[src/rtl/ps2_key_controller.sv]
// PS/2 scan-code sequencer: turns keyboard_interface bytes into Tetrix commands,
// tracking E0/F0 prefixes, held keys and typematic repeats, buffered in a small FIFO.
module ps2_key_controller #(
  parameter int unsigned FIFO_DEPTH     = 4,
  parameter int unsigned PREFIX_TIMEOUT = 100000,
  parameter int unsigned REPEAT_EN      = 0
) (
  input  logic       clk,
  input  logic       rst,
  input  logic [7:0] key_code,
  input  logic       cmd_ready,
  output logic       cmd_valid,
  output logic [2:0] cmd,
  output logic [5:0] held_keys,
  output logic       overflow
);

  localparam int unsigned PTR_W = (FIFO_DEPTH > 1) ? $clog2(FIFO_DEPTH) : 1;
  localparam int unsigned CNT_W = PTR_W + 1;
  localparam int unsigned TO_W  = $clog2(PREFIX_TIMEOUT + 1);

  localparam logic [7:0] CODE_EXT = 8'hE0;
  localparam logic [7:0] CODE_BRK = 8'hF0;

  typedef enum logic [1:0] {
    ST_IDLE    = 2'd0,
    ST_EXT     = 2'd1,
    ST_BRK     = 2'd2,
    ST_EXT_BRK = 2'd3
  } state_e;

  state_e            state_q, state_d;
  logic [7:0]        kc_q, kc_d;
  logic [7:0]        code_q, code_d;
  logic              evt_q, evt_d;
  logic [TO_W-1:0]   to_cnt_q, to_cnt_d;
  logic [5:0]        held_q, held_d;
  logic              overflow_q, overflow_d;
  logic [PTR_W-1:0]  wr_ptr_q, wr_ptr_d;
  logic [PTR_W-1:0]  rd_ptr_q, rd_ptr_d;
  logic [CNT_W-1:0]  count_q, count_d;
  logic [2:0]        mem_q [FIFO_DEPTH];
  logic [2:0]        mem_d [FIFO_DEPTH];

  logic [2:0]        std_cmd, ext_cmd, make_cmd, make_idx;
  logic              push, pop, full, do_push;

  // Scan-code tables: extended (E0-prefixed) and plain codes
  always_comb begin
    ext_cmd = 3'd0;
    std_cmd = 3'd0;
    case (code_q)
      8'h6B:   ext_cmd = 3'd1;
      8'h74:   ext_cmd = 3'd2;
      8'h75:   ext_cmd = 3'd3;
      8'h72:   ext_cmd = 3'd4;
      default: ext_cmd = 3'd0;
    endcase
    case (code_q)
      8'h29:   std_cmd = 3'd5;
      8'h4D:   std_cmd = 3'd6;
      default: std_cmd = 3'd0;
    endcase
  end

  // Byte-event edge detect on the nonzero level from keyboard_interface
  always_comb begin
    kc_d   = key_code;
    evt_d  = (key_code != 8'd0) && (kc_q == 8'd0);
    code_d = evt_d ? key_code : code_q;
  end

  // Prefix FSM, held-key tracking and prefix timeout
  always_comb begin
    state_d  = state_q;
    to_cnt_d = to_cnt_q;
    held_d   = held_q;
    make_cmd = 3'd0;
    make_idx = 3'd0;
    push     = 1'b0;

    if (evt_q) begin
      to_cnt_d = '0;
      case (state_q)
        ST_IDLE: begin
          if (code_q == CODE_EXT)      state_d = ST_EXT;
          else if (code_q == CODE_BRK) state_d = ST_BRK;
          else                         make_cmd = std_cmd;
        end
        ST_EXT: begin
          if (code_q == CODE_BRK)      state_d = ST_EXT_BRK;
          else if (code_q != CODE_EXT) begin
            make_cmd = ext_cmd;
            state_d  = ST_IDLE;
          end
        end
        ST_BRK: begin
          if (std_cmd != 3'd0) held_d[3'(std_cmd - 3'd1)] = 1'b0;
          state_d = ST_IDLE;
        end
        ST_EXT_BRK: begin
          if (ext_cmd != 3'd0) held_d[3'(ext_cmd - 3'd1)] = 1'b0;
          state_d = ST_IDLE;
        end
        default: state_d = ST_IDLE;
      endcase
    end else if (state_q != ST_IDLE) begin
      if (to_cnt_q >= TO_W'(PREFIX_TIMEOUT - 1)) begin
        state_d  = ST_IDLE;
        to_cnt_d = '0;
      end else begin
        to_cnt_d = to_cnt_q + TO_W'(1);
      end
    end

    // Only LEFT, RIGHT and SOFT_DROP may auto-repeat while held
    if (make_cmd != 3'd0) begin
      make_idx = 3'(make_cmd - 3'd1);
      if (!held_q[make_idx]) begin
        held_d[make_idx] = 1'b1;
        push = 1'b1;
      end else if ((REPEAT_EN != 0) &&
                   (make_cmd == 3'd1 || make_cmd == 3'd2 || make_cmd == 3'd4)) begin
        push = 1'b1;
      end
    end
  end

  // Command FIFO; a push into a full FIFO still succeeds when a pop frees a slot
  always_comb begin
    pop        = (count_q != '0) && cmd_ready;
    full       = (count_q == CNT_W'(FIFO_DEPTH));
    do_push    = push && (!full || pop);
    overflow_d = push && full && !pop;
    mem_d      = mem_q;
    wr_ptr_d   = wr_ptr_q;
    rd_ptr_d   = rd_ptr_q;
    count_d    = count_q;
    if (do_push) begin
      mem_d[wr_ptr_q] = make_cmd;
      wr_ptr_d        = wr_ptr_q + PTR_W'(1);
    end
    if (pop) rd_ptr_d = rd_ptr_q + PTR_W'(1);
    if (do_push && !pop)      count_d = count_q + CNT_W'(1);
    else if (pop && !do_push) count_d = count_q - CNT_W'(1);
  end

  always_ff @(posedge clk or negedge rst) begin
    if (!rst) begin
      state_q    <= ST_IDLE;
      kc_q       <= '0;
      code_q     <= '0;
      evt_q      <= 1'b0;
      to_cnt_q   <= '0;
      held_q     <= '0;
      overflow_q <= 1'b0;
      wr_ptr_q   <= '0;
      rd_ptr_q   <= '0;
      count_q    <= '0;
      for (int i = 0; i < FIFO_DEPTH; i++) mem_q[i] <= '0;
    end else begin
      state_q    <= state_d;
      kc_q       <= kc_d;
      code_q     <= code_d;
      evt_q      <= evt_d;
      to_cnt_q   <= to_cnt_d;
      held_q     <= held_d;
      overflow_q <= overflow_d;
      wr_ptr_q   <= wr_ptr_d;
      rd_ptr_q   <= rd_ptr_d;
      count_q    <= count_d;
      mem_q      <= mem_d;
    end
  end

  assign cmd_valid = (count_q != '0);
  assign cmd       = cmd_valid ? mem_q[rd_ptr_q] : 3'd0;
  assign held_keys = held_q;
  assign overflow  = overflow_q;

endmodule

[config.mk]
export PLATFORM = sky130hd
export DESIGN_NAME = ps2_key_controller
export DESIGN_NICKNAME = d
export VERILOG_FILES = /design/src/rtl/ps2_key_controller.sv
export SDC_FILE = /design/constraint.sdc
export NUM_CORES = 1
export LEC_CHECK = 0
export CORE_MARGIN = 5
export CORE_UTILIZATION = 25
export DETAILED_ROUTE_END_ITERATION = 8
export GPL_ROUTABILITY_DRIVEN = 1
export PLACE_DENSITY = 0.42
export SYNTH_ARGS = -nofsm -noshare
export SYNTH_HDL_FRONTEND = slang
export SYNTH_SLANG_ARGS = --single-unit
[constraint.sdc]
create_clock -name clk -period 4.35 [get_ports clk]
set_input_delay 0.435 -clock clk [delete_from_list [all_inputs] [get_ports clk]]
set_output_delay 0.435 -clock clk [all_outputs]
set_load 0.02 [all_outputs]
==> results of run 1 <==
[per-stage QoR]
stage | hold WS [ns] | power [W] | std cells
after floorplan | 0.139 | 0.000781 | 298
after global placement | 0.466 | 0.000842 | 487
after detailed placement | 0.472 | 0.000843 | 487
after CTS | 0.320 | 0.00162 | 503
after global routing | 0.383 | 0.00167 | 505
final | 0.280 | 0.00159 | 505
[kinds of logic after synthesis]
family                   synth area share
AND/OR/NAND/NOR                     0.201
AO/OA/AOI/OAI                       0.129
flip-flops                          0.485
multiplexers                       0.0946
buffers and inverters              0.0188
adder cells (fa/ha/maj)            0.0453
XOR/XNOR                           0.0274
[cell type report]
cell class              count  area, sq um
clock inverters             4         70.1
inverters                  10         37.5
flip-flops and latches     62         1550
well taps                 172          215
clock buffers              12          246
repair buffers             25          235
multi-input cells         220         1620
fillers                  1290         8590
[per-layer routing]
layer	track usage	wire [um]	up-vias
li1	-	-	1158
met1	0.142	3540	1181
met2	0.159	3320	30
met3	0.0247	170	11
met4	0.0457	149	0
met5	0	0	-
[sequential cells by signal, indices dropped and copies added (netlist names)]
register,flops
state_q,2
rd_ptr_q,2
count_q,3
evt_q,1
to_cnt_q,17
mem_q,12
wr_ptr_q,2
code_q,8
overflow,1
kc_q,8
held_keys,6
[critical path: cells and delay by family (launching register included)]
| kind | cells | cell delay [ns] |
|---|---|---|
| simple gates | 7 | 1.29 |
| fa+ha+maj | 4 | 1.10 |
| compound gates | 3 | 0.62 |
| flops | 1 | 0.45 |
| xor+xnor | 2 | 0.33 |
| buf+inv | 2 | 0.12 |
[worst min-delay path by stage]
stage | endpoint | depth (start not counted) | startpoint
3_5_place_dp | count_q[2] | 1 | count_q[2]
2_1_floorplan | code_q[0] | 0 | rst
3_3_place_gp | count_q[2] | 1 | count_q[2]
5_1_grt | to_cnt_q[3] | 2 | rst
6_report | kc_q[5] | 2 | rst
4_1_cts | to_cnt_q[3] | 2 | rst
[power by group through the flow]
stage | clock [W] | combinational [W] | sequential [W]
2_1_floorplan | 0 | 0.000115 | 0.000666
5_1_grt | 0.000811 | 0.000169 | 0.000693
3_5_place_dp | 0 | 0.000150 | 0.000693
3_3_place_gp | 0 | 0.000149 | 0.000693
4_1_cts | 0.000788 | 0.000150 | 0.000683
6_report | 0.000761 | 0.000148 | 0.000682
[layout by cell type (no fill, tap or decap), types with 4 or more instances in the layout]
master / Yosys / final
dfrtp_1: 62 / 60
nand2_1: 27 / 27
o21ai_0: 22 / 22
clkdlybuf4s50_1: 0 / 20
mux2_2: 19 / 19
nand3_1: 18 / 18
nor2_1: 15 / 15
inv_1: 10 / 10
a31oi_1: 9 / 9
clkbuf_16: 0 / 9
a21oi_1: 8 / 8
ha_1: 10 / 8
nor2b_1: 6 / 6
and3_1: 5 / 5
nor4_1: 5 / 5
xnor2_1: 5 / 5
xor2_1: 5 / 5
nand2b_1: 4 / 4
and2_1: 5 / 4
a22o_1: 4 / 4
o311ai_1: 4 / 4
buf_4: 0 / 4
[what timing repair did]
item / 4_1_cts / 5_1_grt
endpoints found under the setup margin: 0 / 2
buffers inserted: 0 / 2
resized for setup: 0 / 11
==> out/metrics.csv, run 1 <==
metric;value;unit
critical path arrival;4.23;ns
global-route wire length before repair;12300;um
cell area after placement;3610;sq um
CP endpoint;count_q[2];
Die Area;15200;sq um
Req. time, crit path;4.60;ns
worst-path cell chain;nor4bb_2 -> nand4b_1 -> nand2b_1 -> o21ai_0 -> and2_4 -> inv_1 -> ha_4 -> ha_1 -> nor2b_1 -> a22oi_1 -> a21oi_4 -> nor3_4 -> ha_2 -> inv_1 -> fa_1 -> xor2_1 -> nor2_1 -> xor2_1;
Yosys cell types;51;
top cell type by total area after synthesis;dfrtp_1;
Rel. slew slack;0.405;
RePlAce Congestion;0.804;
Synth top area share;0.485;
Root Driver;clkbuf_16;
initial antenna violation count;0;
drt wl/cell;14.2;um
sequential element share of the synthesized area;0.485;
H-tree depth;3;
Logic pwr share;0.093;
Setup WS post-layout;0.368;ns
initial drt markers;65;
Mapped Area;3200;sq um
Layout area overhead;24.4;%
Max Root-Sink Buffers;2;
number of flops mapped to enable cells by yosys;0;
Flop pwr share;0.429;
Total Wirelength;7190;um
outcome;completed;
Final Cycle Share;0.915;
Synth area leaders;dfrtp_1, mux2_2, ha_1, o21ai_0, nand2_1;
clock network fraction of design power;0.478;
Min-Delay Path Class;input pin to async pin;
Leakage;1.62;nW
Worst-path clk slew;0.05;ns
Setup-failing EPs final;0;
Port Buf Inserts;21;
post-route design area;3980;sq um
post-route minimum period;3.98;ns
Core Region;12600;sq um
CP startpoint;code_q[4];
share of cells above drive strength 1;0.174;
Post-layout nets;350;
R2R Path End;count_q[2];
Worst-Skew Late Latency;0.33;ns
GRT Resource Usage Total;0.104;
Die X;123;um
I/O pin count;22;
CP max stage delay;0.45;ns
Synth Net Count;320;
clk sink count;62;
Starting Density;0.255;
Int Pwr;0.00122;W
hpwl dp;5170;um
Place WS;0.129;ns
Post-Synthesis Cells;298;
R2R Path Start;code_q[4];
kind of end point of the critical path;register;
Final ANT Viol Nets;0;
Synth Flop Type;dfrtp_1;
WS Path Type;register to register;
Crit-path slowest cell;dfrtp_2;
CTS tree;built;
Rows;41;
antenna fix cells;0;
maximum vdd drop;191;uV
most frequent cell after synthesis;dfrtp_1;
top achievable clock speed;0.251;GHz
PwrDens;399;nW/um^2
Max Cap Viol;0;
drc violations;0;
post-synthesis async set-or-reset flop share;1.00;
number of global-route vias before repair;2476;
RSZ-0062 raised after global routing;false;
Max Slew Vio Count;0;
Fin Setup TNS;0;ns
Mean Syn Cell Area;10.7;sq um
vias post-DR;2380;
hold violation total from the final report;0;
Startpoint Class;register;
slew at the pin closest to its max-slew limit;0.881;ns
Synth top cells by count;dfrtp_1, nand2_1, o21ai_0;
clk_skew;0.00805;ns
cts hold-fix bufs;0;
overflow left after global routing;0;
switching power;0.000371;W
reg2reg path depth;18;
Seq cells post-synth;62;
Avg Vias per Cell;4.71;
utilization after layout;0.317;
die height;123;um
largest net degree at the start of global routing;63;
worst-path maximum fanout;7;
yosys warns;0;
Worst R2R Setup Slack;0.37;ns
Switching Share;0.233;
cts bufs inserted;9;
1st-pass router iterations;4;
Note: power is estimated with default switching activity, not from simulation.
==> run 2, diff against run 1 <==
Settings changed: CORE_UTILIZATION 25 to 35, PLACE_DENSITY 0.42 to 0.54, SLEW_MARGIN from default to 25.
==> out/metrics.csv, run 2 (synthesis gave the netlist of run 1 again) <==
metric;value;unit
Die Area;11200;sq um
Starting Density;0.363;
Rel. slew slack;0.358;
max reg flops;17;
RSZ-0062 raised after global routing;false;
drc violations;0;
H-tree depth;3;
Setup WS post-layout;0.329;ns
fill cell count;829;
maximum vdd drop;215;uV
vias post-DR;2389;
clk sink count;62;
Final Cycle Share;0.924;
WS Path Type;register to register;
drt wl/cell;14.9;um
global-route wire length before repair;11200;um
Avg Vias per Cell;5.42;
Root Driver;clkbuf_8;
PwrDens;352;nW/um^2
GRT Resource Usage Total;0.124;
Post-layout nets;351;
Biggest register;to_cnt_q;
slew at the pin closest to its max-slew limit;0.949;ns
Core Region;8810;sq um
fin cells;441;
R2R Path End;count_q[2];
die height;106;um
Setup-failing EPs final;0;
CP startpoint;code_q[1];
Worst-path clk slew;0.07;ns
share of cells above drive strength 1;0.159;
clk_skew;0.00938;ns
Port Buf Inserts;21;
Top Registers;to_cnt_q: 17 flops, mem_q: 12 flops;
placed cell count;423;
reg2reg path depth;18;
overflow left after global routing;0;
antenna fix cells;0;
Die X;106;um
top achievable clock speed;0.249;GHz
largest net degree at the start of global routing;63;
commonest cells after routing, fill and taps aside;dfrtp_1, nand2_1, o21ai_0;
worst-path maximum fanout;7;
Max Cap Viol;0;
number of global-route vias before repair;2376;
initial drt markers;100;
cts bufs inserted;9;
Startpoint Class;register;
1st-pass router iterations;4;
I/O pin count;22;
Worst R2R Setup Slack;0.33;ns
Min-Delay Path Class;input pin to async pin;
Place WS;0.224;ns
hpwl dp;4570;um
critical path arrival;4.29;ns
Total Wirelength;6550;um
Req. time, crit path;4.62;ns
kind of end point of the critical path;register;
Layout area overhead;17.3;%
R2R Path Start;code_q[1];
Final ANT Viol Nets;0;
Max Slew Vio Count;0;
Max Root-Sink Buffers;2;
post-route minimum period;4.02;ns
outcome;completed;
CTS tree;built;
CP endpoint;count_q[2];
most common cell after layout, fill and taps aside;dfrtp_1;
Rows;34;
Leakage;1.58;nW
Worst-Skew Late Latency;0.34;ns
initial antenna violation count;0;
hold violation total from the final report;0;
Fin Setup TNS;0;ns
RePlAce Congestion;0.839;
cts hold-fix bufs;0;
==> run 2: per-layer routing <==
layer / vias to the layer above / share of wire / track usage / routed length (um)
met5: - / 0 / 0 / 0
met4: 0 / 0.012 / 0.0389 / 80
met3: 9 / 0.049 / 0.0403 / 324
met2: 55 / 0.45 / 0.190 / 2970
met1: 1162 / 0.48 / 0.166 / 3170
li1: 1163 / - / - / -
==> run 2: report_power, final <==
group	switching, W	internal [W]
Combinational	0.0000632	0.0000817
Sequential	0.0000587	0.000620
Clock	0.000223	0.000275
==> run 2: area by class of cell <==
cell class / instances / area (sq um) / share of cell area
inverter: 10 / 37.5 / 0.0100
clock inverter: 4 / 47.5 / 0.0127
sequential: 62 / 1550 / 0.414
timing repair buffer: 26 / 243 / 0.0646
tap: 108 / 135 / 0.0360
multi-input combinational: 220 / 1600 / 0.426
clock buffer: 11 / 141 / 0.0377
==> run 2: repair_timing <==
action,in CTS,in global routing
endpoints found under the setup margin,0,2
gates resized for setup,0,3
hold endpoints to repair,0,0
buffers inserted,0,3
==> run 2: worst min path at each step <==
stage                    start           to  cells after the start
CTS                        rst  to_cnt_q[2]                      2
global placement    count_q[2]   count_q[2]                      1
finish                     rst      kc_q[0]                      2
global route               rst  to_cnt_q[4]                      2
detailed placement  count_q[2]   count_q[2]                      1
floorplan                  rst    code_q[0]                      0
==> run 2: through the flow <==
| step | cell area (sq um) | hold WS [ns] | power, W | util |
|---|---|---|---|---|
| final | 3750 | 0.248 | 0.00132 | 0.426 |
| after global routing | 3750 | 0.324 | 0.00139 | 0.426 |
| after CTS | 3720 | 0.284 | 0.00134 | 0.423 |
| after detailed placement | 3530 | 0.476 | 0.000836 | 0.401 |
| after global placement | 3530 | 0.468 | 0.000833 | 0.401 |
| after floorplan | 3200 | 0.139 | 0.000781 | - |
==> run 2: worst max-delay path, cell delays in order, from the launching register on <==
cell	delay (ns)
dfrtp_1	0.45
nor4bb_1	0.30
nand4b_1	0.14
nand2b_1	0.17
o21ai_0	0.08
and2_4	0.18
inv_1	0.04
ha_1	0.36
mux2_2	0.36
a22oi_1	0.24
o211a_1	0.26
a21oi_4	0.07
nor3_4	0.24
ha_1	0.21
inv_1	0.06
fa_1	0.37
xor2_1	0.17
nor2_1	0.11
xor2_1	0.14
==> run 3, diff against run 2 <==
Settings changed: CAP_MARGIN from default to 40.
==> out/metrics.csv, run 3 (synthesis gave the netlist of run 1 again) <==
metric;value;unit
WP buf/inv;2;
post-route minimum period;4.05;ns
Avg Vias per Cell;5.33;
Crit-path slowest cell;dfrtp_1;
Die Area;11200;sq um
Min-Delay Path Class;input pin to async pin;
I/O pin count;22;
die height;106;um
antenna fix cells;0;
Total Wirelength;6460;um
Max Root-Sink Buffers;2;
CTS tree;built;
initial drt markers;125;
Worst-Skew Late Latency;0.34;ns
overflow left after global routing;0;
area of the multi-input gates;1600;sq um
Post-layout nets;352;
Rows;34;
critical path arrival;4.32;ns
hold violation total from the final report;0;
register area;1550;sq um
Final Cycle Share;0.932;
CP delay by family, top;simple AND/OR/NAND/NOR gates;
WS Path Type;register to register;
Leakage;1.58;nW
outcome;completed;
commonest cells after routing, fill and taps aside;dfrtp_1, nand2_1, o21ai_0;
Biggest register;to_cnt_q;
top achievable clock speed;0.247;GHz
cts bufs inserted;9;
fill cell count;812;
Max Cap Viol;0;
clk_skew;0.0118;ns
1st-pass router iterations;4;
routing usage on met3;0.0318;
RSZ-0062 raised after global routing;false;
Layout area overhead;18.7;%
drt wl/cell;14.6;um
Rel. slew slack;0.580;
cts hold-fix bufs;0;
largest net degree at the start of global routing;63;
Worst-path clk slew;0.08;ns
Max Slew Vio Count;0;
global-route wire length before repair;11300;um
Die X;106;um
slew at the pin closest to its max-slew limit;0.622;ns
max reg flops;17;
Fin Setup TNS;0;ns
utilization after layout;0.431;
share of cells above drive strength 1;0.161;
GRT met2 Usage;0.190;
most common cell after layout, fill and taps aside;dfrtp_1;
Final ANT Viol Nets;0;
worst-path maximum fanout;7;
hpwl dp;4550;um
kind of end point of the critical path;register;
hold slack final;0.0298;ns
Top Registers;to_cnt_q: 17 flops, mem_q: 12 flops;
Starting Density;0.363;
GR Util met1;0.166;
Req. time, crit path;4.62;ns
initial antenna violation count;0;
Startpoint Class;register;
worst-path cell chain;nor4bb_1 -> nand4b_1 -> nand2b_1 -> o21ai_0 -> and2_1 -> inv_1 -> ha_1 -> mux2_2 -> a22oi_1 -> o211a_2 -> a21oi_4 -> nor3_4 -> ha_1 -> inv_1 -> fa_1 -> xor2_1 -> nor2_1 -> xor2_1;
H-tree depth;3;
number of global-route vias before repair;2398;
vias post-DR;2363;
gr busiest metal;met2;
Port Buf Inserts;21;
drc violations;0;
GRT Resource Usage Total;0.124;
RePlAce Congestion;0.839;
clk sink count;62;
maximum vdd drop;177;uV
PwrDens;364;nW/um^2
Core Region;8810;sq um
Setup-failing EPs final;0;
CP max stage delay;0.44;ns
Root Driver;clkbuf_8;
run 3: cell types whose count changed in the layout (fill, tap and decap cells not counted), sizes merged:
cell	previous run	this run
clkinv	2	3
buf	6	7
clkbuf	11	10
bufinv	1	2
run 3: what timing repair did:
action                     4_1_cts  5_1_grt
gates resized for setup          0        3
hold endpoints to repair         0        0
buffers inserted                 0        1
setup endpoints to repair        0        2
run 3: final timing paths:
| path | from | end | slack [ns] | cells after the start |
|---|---|---|---|---|
| setup / recovery | code_q[1] | count_q[2] | 0.30 | 18 |
| hold / removal | rst | to_cnt_q[2] | 0.03 | 2 |
| setup reg to reg | code_q[1] | count_q[2] | 0.30 | 18 |
| hold reg to reg | count_q[2] | count_q[2] | 0.49 | 1 |
| max in group asynchronous | rst | mem_q[11] | 3.83 | 3 |
| min in group clk | count_q[2] | count_q[2] | 0.49 | 1 |
run 3: per-stage QoR:
step	instance area, sq um	setup WS, ns	power (W)	std cells
2_1_floorplan	3200	0.617	0.000781	298
3_3_place_gp	3530	0.379	0.000833	423
3_5_place_dp	3540	0.227	0.000837	424
4_1_cts	3750	0.200	0.00140	440
5_1_grt	3800	0.0385	0.00145	443
6_report	3800	0.298	0.00138	443
run 3: layer usage:
metal	wire length (um)	vias to the layer above
met2	2960	38
met1	3200	1141
li1	-	1174
met4	82	0
met3	209	10
met5	0	-
run 3: worst register-to-register path, stage by stage (launching register included):
cell and delay (ns):
dfrtp_1 0.44, nor4bb_1 0.30, nand4b_1 0.15, nand2b_1 0.18, o21ai_0 0.07, and2_1 0.22, inv_1 0.06, ha_1 0.38
mux2_2 0.37, a22oi_1 0.24, o211a_2 0.27, a21oi_4 0.07, nor3_4 0.19, ha_1 0.21, inv_1 0.06, fa_1 0.37
xor2_1 0.17, nor2_1 0.11, xor2_1 0.14
run 3: power breakdown:
group / total [W] / switching [W] / leakage (nW) / internal, W
clock: 0.000556 / 0.000234 / 0.106 / 0.000322
sequential: 0.000678 / 0.0000586 / 0.815 / 0.000620
combinational: 0.000149 / 0.0000635 / 0.662 / 0.0000850
run 3: area by class of cell:
type / count / area share
Clock buffer: 10 / 0.0336
Clock inverter: 6 / 0.0227
Inverter: 10 / 0.00988
Multi-Input combinational cell: 220 / 0.420
Sequential cell: 62 / 0.409
Tap cell: 108 / 0.0356
Timing Repair Buffer: 27 / 0.0695
